$ cat config.mk
export PLATFORM = sky130hd
export DESIGN_NAME = dcache
export DESIGN_NICKNAME = d
export VERILOG_FILES = /design/src/rtl/dcache_pkg.sv /design/src/rtl/dcache_array.sv /design/src/rtl/dcache.sv
export SDC_FILE = /design/constraint.sdc
export NUM_CORES = 2
export LEC_CHECK = 0
export CAP_MARGIN = 20
export CORE_UTILIZATION = 54
export CTS_CLUSTER_DIAMETER = 150
export DETAILED_ROUTE_END_ITERATION = 16
export PLACE_DENSITY = 0.75
export SYNTH_ARGS = -nofsm -noshare
export SYNTH_HDL_FRONTEND = slang
export SYNTH_SLANG_ARGS = --single-unit
$ cat constraint.sdc
create_clock -name CLK -period 8.55 [get_ports CLK]
set_input_delay 1.71 -clock CLK [delete_from_list [all_inputs] [get_ports CLK]]
set_output_delay 1.71 -clock CLK [all_outputs]
set_load 0.03 [all_outputs]
$ cat src/rtl/dcache_pkg.sv
// Shared types and geometry helpers for the direct-mapped write-through data cache.
package dcache_pkg;

   typedef enum logic [0:0] {
      IDLE = 1'b0,
      FILL = 1'b1
   } state_e;

   localparam int LINE_WORDS = 4;
   localparam int OFF_W      = 2;              // word offset within a line
   localparam int BYTE_W     = 2;              // byte offset within a word
   localparam int LINE_LSB   = OFF_W + BYTE_W; // first index bit of the address

   // Index width for a cache of 'sets' lines (sets must be a power of two >= 2).
   function automatic int idx_width(input int sets);
      return $clog2(sets);
   endfunction

   // Tag width: everything above the index.
   function automatic int tag_width(input int width, input int sets);
      return width - idx_width(sets) - LINE_LSB;
   endfunction

endpackage

$ cat src/rtl/dcache_array.sv
// Valid/tag/data storage for the data cache. Only the valid bits are reset;
// tag and data arrays are written at the clock edge and read combinationally.
module dcache_array
   import dcache_pkg::*;
#(
   parameter  int WIDTH = 32,
   parameter  int SETS  = 16,
   localparam int IDX_W = idx_width(SETS),
   localparam int TAG_W = tag_width(WIDTH, SETS)
) (
   input  logic                               clk_i,
   input  logic                               rst_ni,
   // combinational read of one line
   input  logic [IDX_W-1:0]                   rd_idx_i,
   output logic                               rd_valid_o,
   output logic [TAG_W-1:0]                   rd_tag_o,
   output logic [LINE_WORDS-1:0][WIDTH-1:0]   rd_line_o,
   // single-word write (store hit or refill beat)
   input  logic                               wr_en_i,
   input  logic [IDX_W-1:0]                   wr_idx_i,
   input  logic [OFF_W-1:0]                   wr_off_i,
   input  logic [WIDTH-1:0]                   wr_data_i,
   // line completion: write tag and set valid
   input  logic                               fill_en_i,
   input  logic [IDX_W-1:0]                   fill_idx_i,
   input  logic [TAG_W-1:0]                   fill_tag_i
);

   logic [SETS-1:0]                   valid_q;
   logic [TAG_W-1:0]                  tag_q  [SETS];
   logic [LINE_WORDS-1:0][WIDTH-1:0]  data_q [SETS];

   // Valid bits: cleared by reset, set when a refill completes.
   always_ff @(posedge clk_i or negedge rst_ni) begin
      if (!rst_ni) begin
         valid_q <= {SETS{1'b0}};
      end else if (fill_en_i) begin
         valid_q[fill_idx_i] <= 1'b1;
      end
   end

   // Tag array: written on refill completion, never reset.
   always_ff @(posedge clk_i) begin
      if (fill_en_i) begin
         tag_q[fill_idx_i] <= fill_tag_i;
      end
   end

   // Data array: one word per cycle from stores or refill beats, never reset.
   always_ff @(posedge clk_i) begin
      if (wr_en_i) begin
         data_q[wr_idx_i][wr_off_i] <= wr_data_i;
      end
   end

   assign rd_valid_o = valid_q[rd_idx_i];
   assign rd_tag_o   = tag_q[rd_idx_i];
   assign rd_line_o  = data_q[rd_idx_i];

endmodule

$ cat src/rtl/dcache.sv
// Direct-mapped, write-through, no-write-allocate data cache. Load hits return
// data in the same cycle; load misses stall while a 4-word line is refilled
// from the memory's combinational read port, one word per cycle.
module dcache
   import dcache_pkg::*;
#(
   parameter  int WIDTH = 32,
   parameter  int SETS  = 16,
   parameter  int CNT_W = 32,
   localparam int IDX_W = idx_width(SETS),
   localparam int TAG_W = tag_width(WIDTH, SETS),
   localparam int LA_W  = WIDTH - LINE_LSB
) (
   input  logic             CLK,
   input  logic             RST_N,
   input  logic [WIDTH-1:0] A,
   input  logic [WIDTH-1:0] WD,
   input  logic             RE,
   input  logic             WE,
   output logic [WIDTH-1:0] RD,
   output logic             STALL,
   output logic [WIDTH-1:0] MEM_A,
   output logic [WIDTH-1:0] MEM_WD,
   output logic             MEM_WE,
   input  logic [WIDTH-1:0] MEM_RD,
   output logic [CNT_W-1:0] HIT_CNT,
   output logic [CNT_W-1:0] MISS_CNT
);

   // Saturating increment for the performance counters.
   function automatic logic [CNT_W-1:0] sat_inc(input logic [CNT_W-1:0] v);
      if (v == {CNT_W{1'b1}}) begin
         return v;
      end else begin
         return v + {{(CNT_W-1){1'b0}}, 1'b1};
      end
   endfunction

   // Address split
   logic [IDX_W-1:0] idx_s;
   logic [TAG_W-1:0] tag_s;
   logic [OFF_W-1:0] off_s;
   logic             unused_byte_off_s;

   assign idx_s             = A[LINE_LSB +: IDX_W];
   assign tag_s             = A[WIDTH-1 -: TAG_W];
   assign off_s             = A[BYTE_W +: OFF_W];
   assign unused_byte_off_s = ^A[BYTE_W-1:0];   // loads/stores are word aligned

   // Control state
   state_e           state_q;
   logic [OFF_W-1:0] fcnt_q;
   logic [LA_W-1:0]  base_q;      // line address {tag, index} of the refill
   logic             replay_q;    // next load hit is the replay of a miss
   logic [CNT_W-1:0] hit_cnt_q;
   logic [CNT_W-1:0] miss_cnt_q;

   // Array interface
   logic                             arr_valid_s;
   logic [TAG_W-1:0]                 arr_tag_s;
   logic [LINE_WORDS-1:0][WIDTH-1:0] arr_line_s;
   logic                             wr_en_s;
   logic [IDX_W-1:0]                 wr_idx_s;
   logic [OFF_W-1:0]                 wr_off_s;
   logic [WIDTH-1:0]                 wr_data_s;
   logic                             fill_en_s;

   logic hit_s;
   logic load_s;
   logic fill_last_s;

   assign hit_s       = arr_valid_s && (arr_tag_s == tag_s);
   assign load_s      = RE && !WE;
   assign fill_last_s = (fcnt_q == {OFF_W{1'b1}});

   dcache_array #(
      .WIDTH (WIDTH),
      .SETS  (SETS)
   ) u_array (
      .clk_i      (CLK),
      .rst_ni     (RST_N),
      .rd_idx_i   (idx_s),
      .rd_valid_o (arr_valid_s),
      .rd_tag_o   (arr_tag_s),
      .rd_line_o  (arr_line_s),
      .wr_en_i    (wr_en_s),
      .wr_idx_i   (wr_idx_s),
      .wr_off_i   (wr_off_s),
      .wr_data_i  (wr_data_s),
      .fill_en_i  (fill_en_s),
      .fill_idx_i (base_q[IDX_W-1:0]),
      .fill_tag_i (base_q[LA_W-1 -: TAG_W])
   );

   // Datapath muxing: CPU/memory outputs and array write port per state.
   always_comb begin
      RD        = {WIDTH{1'b0}};
      STALL     = 1'b0;
      MEM_A     = A;
      MEM_WD    = WD;
      MEM_WE    = WE;
      wr_en_s   = 1'b0;
      wr_idx_s  = idx_s;
      wr_off_s  = off_s;
      wr_data_s = WD;
      fill_en_s = 1'b0;
      case (state_q)
         IDLE: begin
            if (WE) begin
               // write-through; keep cached copy coherent on a hit
               wr_en_s = hit_s;
            end else if (RE) begin
               if (hit_s) begin
                  RD = arr_line_s[off_s];
               end else begin
                  STALL = 1'b1;
               end
            end else begin
               RD = {WIDTH{1'b0}};
            end
         end
         FILL: begin
            STALL     = 1'b1;
            MEM_WE    = 1'b0;
            MEM_A     = {base_q, fcnt_q, {BYTE_W{1'b0}}};
            wr_en_s   = 1'b1;
            wr_idx_s  = base_q[IDX_W-1:0];
            wr_off_s  = fcnt_q;
            wr_data_s = MEM_RD;
            fill_en_s = fill_last_s;
         end
         default: begin
            STALL  = 1'b0;
            MEM_WE = 1'b0;
         end
      endcase
   end

   // Control FSM: miss detection, refill sequencing, replay flag and counters.
   always_ff @(posedge CLK or negedge RST_N) begin
      if (!RST_N) begin
         state_q    <= IDLE;
         fcnt_q     <= {OFF_W{1'b0}};
         base_q     <= {LA_W{1'b0}};
         replay_q   <= 1'b0;
         hit_cnt_q  <= {CNT_W{1'b0}};
         miss_cnt_q <= {CNT_W{1'b0}};
      end else begin
         case (state_q)
            IDLE: begin
               if (load_s) begin
                  if (hit_s) begin
                     if (!replay_q) begin
                        hit_cnt_q <= sat_inc(hit_cnt_q);
                     end
                     replay_q <= 1'b0;
                  end else begin
                     miss_cnt_q <= sat_inc(miss_cnt_q);
                     base_q     <= A[WIDTH-1:LINE_LSB];
                     fcnt_q     <= {OFF_W{1'b0}};
                     state_q    <= FILL;
                  end
               end
            end
            FILL: begin
               fcnt_q <= fcnt_q + {{(OFF_W-1){1'b0}}, 1'b1};
               if (fill_last_s) begin
                  replay_q <= 1'b1;
                  state_q  <= IDLE;
               end
            end
            default: begin
               state_q <= IDLE;
            end
         endcase
      end
   end

   assign HIT_CNT  = hit_cnt_q;
   assign MISS_CNT = miss_cnt_q;

endmodule

## Word-level counts from Yosys, hierarchy flattened

Memory sizes are Yosys's and may differ from the RTL's.
Index checks and enable logic that the tools add are counted.

- Latch bits: 0
- Register bits after elaboration: 112
- Memories: 2
- Bits in writable memories: 2,432
- Input port bits: 100
- Logic and storage cells: 80
- Output and inout bits: 162
- Memory bits (read-only): 0

- Divide/modulo/power cells: 0
- Mux-type cells: 38
- $lt $le $gt $ge: 6
- Add/sub/neg operators: 3
- Reductions and logical operators: 10
- $mul: 0
- Equal/unequal tests: 8
- Bitwise logic cells: 6
- Shift-type cells: 0

Memory list:

| name | words | bits a word | read ports | clocked after Yosys merged registers in | wr ports | RTL line | RTL |
|---|---|---|---|---|---|---|---|
| u_array.data_q | 16 | 128 | 1 | 0 | 1 | dcache_array.sv:31 | `logic [LINE_WORDS-1:0][WIDTH-1:0] data_q [SETS];` |
| u_array.tag_q | 16 | 24 | 1 | 0 | 1 | dcache_array.sv:30 | `logic [TAG_W-1:0] tag_q [SETS];` |

Operators with widths:

| cell | number |
|---|---|
| $mux W32 | 8 |
| $mux W128 | 1 |
| $add A32 B1 Y32 const B | 2 |
| $bmux W32 S2 | 1 |
| $demux W32 S2 | 1 |
| $eq A32 B32 Y1 const B | 2 |
| $eq A24 B24 Y1 | 1 |
| $mux W1 | 16 |
| $or A16 B16 Y16 | 1 |
| $lt A4 B5 Y1 const B | 2 |
| $pmux W1 S2 | 4 |
| $lt A2 B3 Y1 const B | 2 |
| $mux W2 | 3 |
| $ne A2 B2 Y1 const B | 3 |
| $reduce_and A3 Y1 | 2 |
| $not A1 Y1 | 5 |
| $reduce_and A5 Y1 | 1 |
| $bmux W1 S4 | 1 |
| $demux W1 S4 | 1 |
| $ge A4 B1 Y1 const B | 1 |
| $logic_and A1 B1 Y1 | 4 |
| $mux W4 | 1 |
| $pmux W2 S2 | 1 |
| $reduce_and A4 Y1 | 1 |
| other kinds (6) | 6 |

## Logic depth before layout (Yosys ltp)

- Word-level depth: 7
- Depth in mapped cells: 17
- Mapped depth without buffers: 9

## By module

From an unflattened synthesis, not the netlist that was laid out.

- Cell total of the unflattened synthesis: 4,577
- Area total of the unflattened synthesis: 99,185.1 sq um

Modules (own cells, without submodules):

| module | times used | sequential area each (sq um) | area each (sq um) | cells each |
|---|---|---|---|---|
| dcache_array | 1 | 73,430.4 | 92,452.4 | 3,975 |
| dcache | 1 | 2,402.3 | 6,732.7 | 602 |

## Worst setup path after synthesis

OpenSTA, ideal clock, no wires.

- Kind: input to register
- Start point: input A[5]
- End point: memory u_array.data_q[12][0] in the netlist's numbering, enable pin
- Cell stages on the path: 13
- Slack: 0.630 ns
- Data required time: 8.049 ns
- Path buffers: 4
- Arrival time: 7.418 ns
- Setup time: 0.501 ns
- Cells stage by stage: clkbuf_1 -> buf_2 -> buf_1 -> buf_1 -> mux4_2 -> mux2i_1 -> mux2i_1 -> xnor2_1 -> nand4_1 -> nor2_1 -> nor4b_1 -> a31oi_1 -> nor4_1

- Word-level cells in the longest chain between the ends: 7
- Elaborated cells between the ends (all ways): 10
- Those cells by class: 1 x eq/ne; 7 x mux; 1 x reduce/logical; 1 x memory

Ends and longest elaborated chain:

| element | RTL line | RTL |
|---|---|---|
| start, declared | dcache.sv:16 | `input logic [WIDTH-1:0] A,` |
| $mem_v2 Z16 W24 / $bmux W1 S4 (equally long branches) | -- |  |
| $eq A24 B24 Y1 / $mux W1 (equally long branches) | dcache.sv:72, dcache_array.sv:56 |  |
| $logic_and A1 B1 Y1 | dcache.sv:72 | `assign hit_s = arr_valid_s && (arr_tag_s == tag_s);` |
| $mux W1 | dcache.sv:109 | `if (WE) begin` |
| $pmux W1 S2 | dcache.sv:107 | `case (state_q)` |
| $mux W1 | dcache_array.sv:51 | `if (wr_en_i) begin` |
| $mux W128 (not written as such) | dcache_array.sv:52 | `data_q[wr_idx_i][wr_off_i] <= wr_data_i;` |
| end, declared | dcache_array.sv:31 |  |

Parallel ways exist; a longest one is shown, timed or not. The select of a mux whose other input is x is not followed.

## Worst setup path after layout

- Start point: input A[4]
- End point: output STALL

- Word-level cells in the longest chain between the ends: 7
- Elaborated cells between the ends (all ways): 9
- Those cells by class: 1 x eq/ne; 6 x mux; 1 x reduce/logical; 1 x memory

Ends and longest elaborated chain:

| element | RTL line | RTL |
|---|---|---|
| $mem_v2 Z16 W24 / $bmux W1 S4 (equally long branches) | -- |  |
| $eq A24 B24 Y1 / $mux W1 (equally long branches) | dcache.sv:72, dcache_array.sv:56 |  |
| $logic_and A1 B1 Y1 (*) | dcache.sv:72 |  |
| $mux W1 (*) | dcache.sv:113 | `if (hit_s) begin` |
| $mux W1 (*) | dcache.sv:112 | `end else if (RE) begin` |
| $mux W1 (*) | dcache.sv:109 |  |
| $pmux W1 S2 (*) | dcache.sv:107 |  |
| end, declared | dcache.sv:21 | `output logic STALL,` |

Mark *: on every way between the ends. The rest lies on a longest branch, timed or not. The select of a mux whose other input is x is not followed.

==> flow_summary_export.csv <==
group,metric,value,unit
setup_path,critPathLaunch,"A[4]",
layout,area_growth_syn_to_layout,14.9,%
floorplanning,die_w,431,um
detailed_routing,drt_iter0_drc,5848,
clocking,h-tree-depth,4,
setup_path,crit_path_top_delay_cell,"or4_4",
timing,drv_slew,0,
synthesis,yosysTopAreaCellShare,73.6,%
timing,max_slew_margin,22.8,%
detailed_routing,drc,0,
timing,maxClockFrequency,0.134,GHz
synthesis,synthesis.area,99200,um2
detailed_routing,wl,249000,um
floorplanning,start_util,54.6,%
floorplanning,ios,262,
setup_path,r2r_slack,3.31,ns
clocking,cts_tree,"done",
synthesis,synth-seq-cells,2544,
synthesis,avgSynthCellArea,23.1,um2
hold_path,hp-class,"reg2reg",
setup_path,r2r_start,"u_array.tag_q[12][22]",
detailed_routing,drtAntennaViolNets,0,
global_route,antenna_found_initial,13,
power,finalPower,0.0304,W
synthesis,yosysMostFrequentCell,"edfxtp_1",
synthesis,syn_nets,4399,
floorplanning,die_y,431,um
placement,dp_hpwl,133000,um
clocking,cts.sinks,2544,
clocking,cts.hold.buffers_added,0,
power,power_density,267,nW/um2
setup_path,crit_chain,"buf_8 > buf_12 > buf_4 > mux2i_1 > o22ai_1 > a21oi_1 > xnor2_1 > a2111o_1 > a2111o_1 > or4_4 > a31oi_1 > inv_1 > buf_4",
setup_path,reg2reg_to,"u_array.data_q[14][124]",
synthesis,synth_flop_cell,"edfxtp_1",
setup_path,arrival,5.73,ns
floorplanning,dieArea,185000,um2
timing,rsz0062_at_grt,"no",
detailed_routing,first_pass_iters,6,
setup_path,critPathCapture,"STALL",
synthesis,yosys-top-cells-count,"edfxtp_1, mux4_2, clkbuf_1",
detailed_routing,wl_per_cell,33.9,um
setup_path,crit_cells,13,
timing,setup-violations-final,0,
clocking,post_cts_buffers,0,
power,p_leak,36.0,nW
placement,dpl.cell_count,6886,
setup_path,cp_max_fo,52,
run_status,status,"finished clean",
clocking,clk_latency,0.90,ns
layout,final_nets,4796,
floorplanning,coreArea,182000,um2
placement,place_congestion,0.862,
setup_path,cpPeakStageDelay,0.55,ns
timing,tightest_slew,1.16,ns
synthesis,synthCells,4296,
global_route,gr-usage-all-layers,26.9,%
synthesis,ys.warnings.count,0,
setup_path,critPathBufInv,5,
placement,numPortBuffers,261,
clocking,clk_path_buf_depth,3,
timing,final_hold_viol_count,0,
timing,tns,0,ns
clocking,cts_resized,0,
layout,instances_no_fill,7345,
detailed_routing,viasPerCell,6.54,
setup_path,required,6.84,ns
timing,period_share,87.0,%
setup_path,path_class,"in2out",
flow_run,maxCapViolCount,0,
setup_path,rr_worst_depth,10,
layout,drive_gt1_share,30.3,%
synthesis,ys_top_cells_by_area,"edfxtp_1, mux4_2, dfrtp_1",
global_route,grt_pass1_wl,353000,um
setup_path,worst_setup_path_end_kind,"output port",
synthesis,synthDistinctLibCells,55,
global_route,grt_max_degree,139,
timing,fin_crit,7.44,ns
setup_path,cp-start-kind,"input port",
global_route,grt_pass1_vias,49267,
clocking,path_clk_slew,0.06,ns
floorplanning,rows,156,
power,peakVddDrop,0.000199,V
synthesis,synth_seq_area_share,76.4,%
synthesis,postSynth.asyncResetShare,4.40,%
detailed_routing,via_count,48022,
clocking,cts-root-buf,"clkbuf_16",
global_route,overflow,0,
synthesis,yosys.area.top_type,"edfxtp_1",
clocking,cts_buffers,234,
setup_path,critical-path-top-delay-family,"buffers and inverters",
synthesis,synth-edff-count,2432,
timing,finClkSkew,0.0717,ns
## metal layers
metal | vias up | part of all wire (%) | track usage (%)
li1 | 18969 | - | -
met1 | 25561 | 36 | 34.8
met2 | 2963 | 52 | 46.0
met3 | 517 | 8.7 | 4.78
met4 | 12 | 3.9 | 9.99
met5 | - | 0.031 | 0
## cells in the final DEF (no fill, tap or decap), types with 5 or more instances in the layout
master and count:
nor4_2 6, clkinv_1 57, buf_4 97, clkinv_16 8, nor2_1 36, clkinvlp_4 10, clkbuf_16 234, bufinv_16 15
or2_2 18, o22ai_1 8, nand3_1 39, nand2_1 79, mux2_2 93, inv_1 10, xnor2_1 55, a22oi_1 15
mux2i_1 80, and3_1 14, nor3_1 18, xor2_1 38, o21ai_0 7, clkinv_2 40, clkdlybuf4s50_1 222, nor3_2 16
edfxtp_1 2432, nor2_2 5, inv_16 5, a21oi_1 12, nand4_1 16, nor2b_1 39, dfrtp_1 111, mux4_2 753
and4_1 10, clkinv_4 8, and2_1 7, clkbuf_1 55, nand2b_1 7, buf_12 89, nor2_4 65
## layout make-up
type | instances | area [um2]
diodes | 3 | 7.51
clock inverters | 145 | 1380
fillers | 11550 | 67700
flip-flops and latches | 2544 | 75800
repair buffers | 418 | 4910
multi-input cells | 1484 | 22700
well taps | 2449 | 3060
inverters | 11 | 48.8
clock buffers | 291 | 6090
## sequential cells by signal, summed over array words and instances (netlist names), 2 cells and up
signal           cells
u_array.data_q    2048
base_q              28
fcnt_q               2
HIT_CNT             32
u_array.valid_q     16
u_array.tag_q      384
MISS_CNT            32
## report_power, final
group	total, W	switching (W)	internal [W]	leakage [nW]
clock	0.0102	0.00465	0.00554	3.61
sequential	0.0160	0.000548	0.0155	23.4
combinational	0.00418	0.00282	0.00136	9.07
total	0.0304	0.00802	0.0224	36.0
## logic make-up after synthesis
family	after synthesis	share of synthesized area (%)
AOI/OAI and AO/OA	67	0.487
xor gates and xnor gates	93	0.821
adders and majority gates	3	0.0378
buffers and inverters	268	1.24
DFF	2544	76.4
muxes	926	19.0
and+or+nand+nor	395	2.04
## how the worst min path moves through the flow
stage	from	to	slack, ns	cells past startpoint
global route	u_array.valid_q[12]	u_array.valid_q[12]	0.48	1
finish	u_array.valid_q[9]	u_array.valid_q[9]	0.46	1
CTS	u_array.valid_q[9]	u_array.valid_q[9]	0.46	1
detailed placement	u_array.valid_q[7]	u_array.valid_q[7]	0.45	1
floorplan	u_array.valid_q[10]	u_array.valid_q[10]	0.43	1
global placement	u_array.valid_q[7]	u_array.valid_q[7]	0.44	1
## stage by stage
stage               setup WS [ns]  hold WS [ns]  area, um2  utilization (%)
floorplan                   0.630         0.434      99200                -
global route                0.819         0.480     114000             62.8
detailed placement           1.09         0.451     106000             58.4
global placement            0.989         0.445     106000             58.4
CTS                          1.06         0.463     114000             62.5
finish                       1.11         0.464     114000             62.8
No activity file was read; power rests on OpenSTA's default activity.
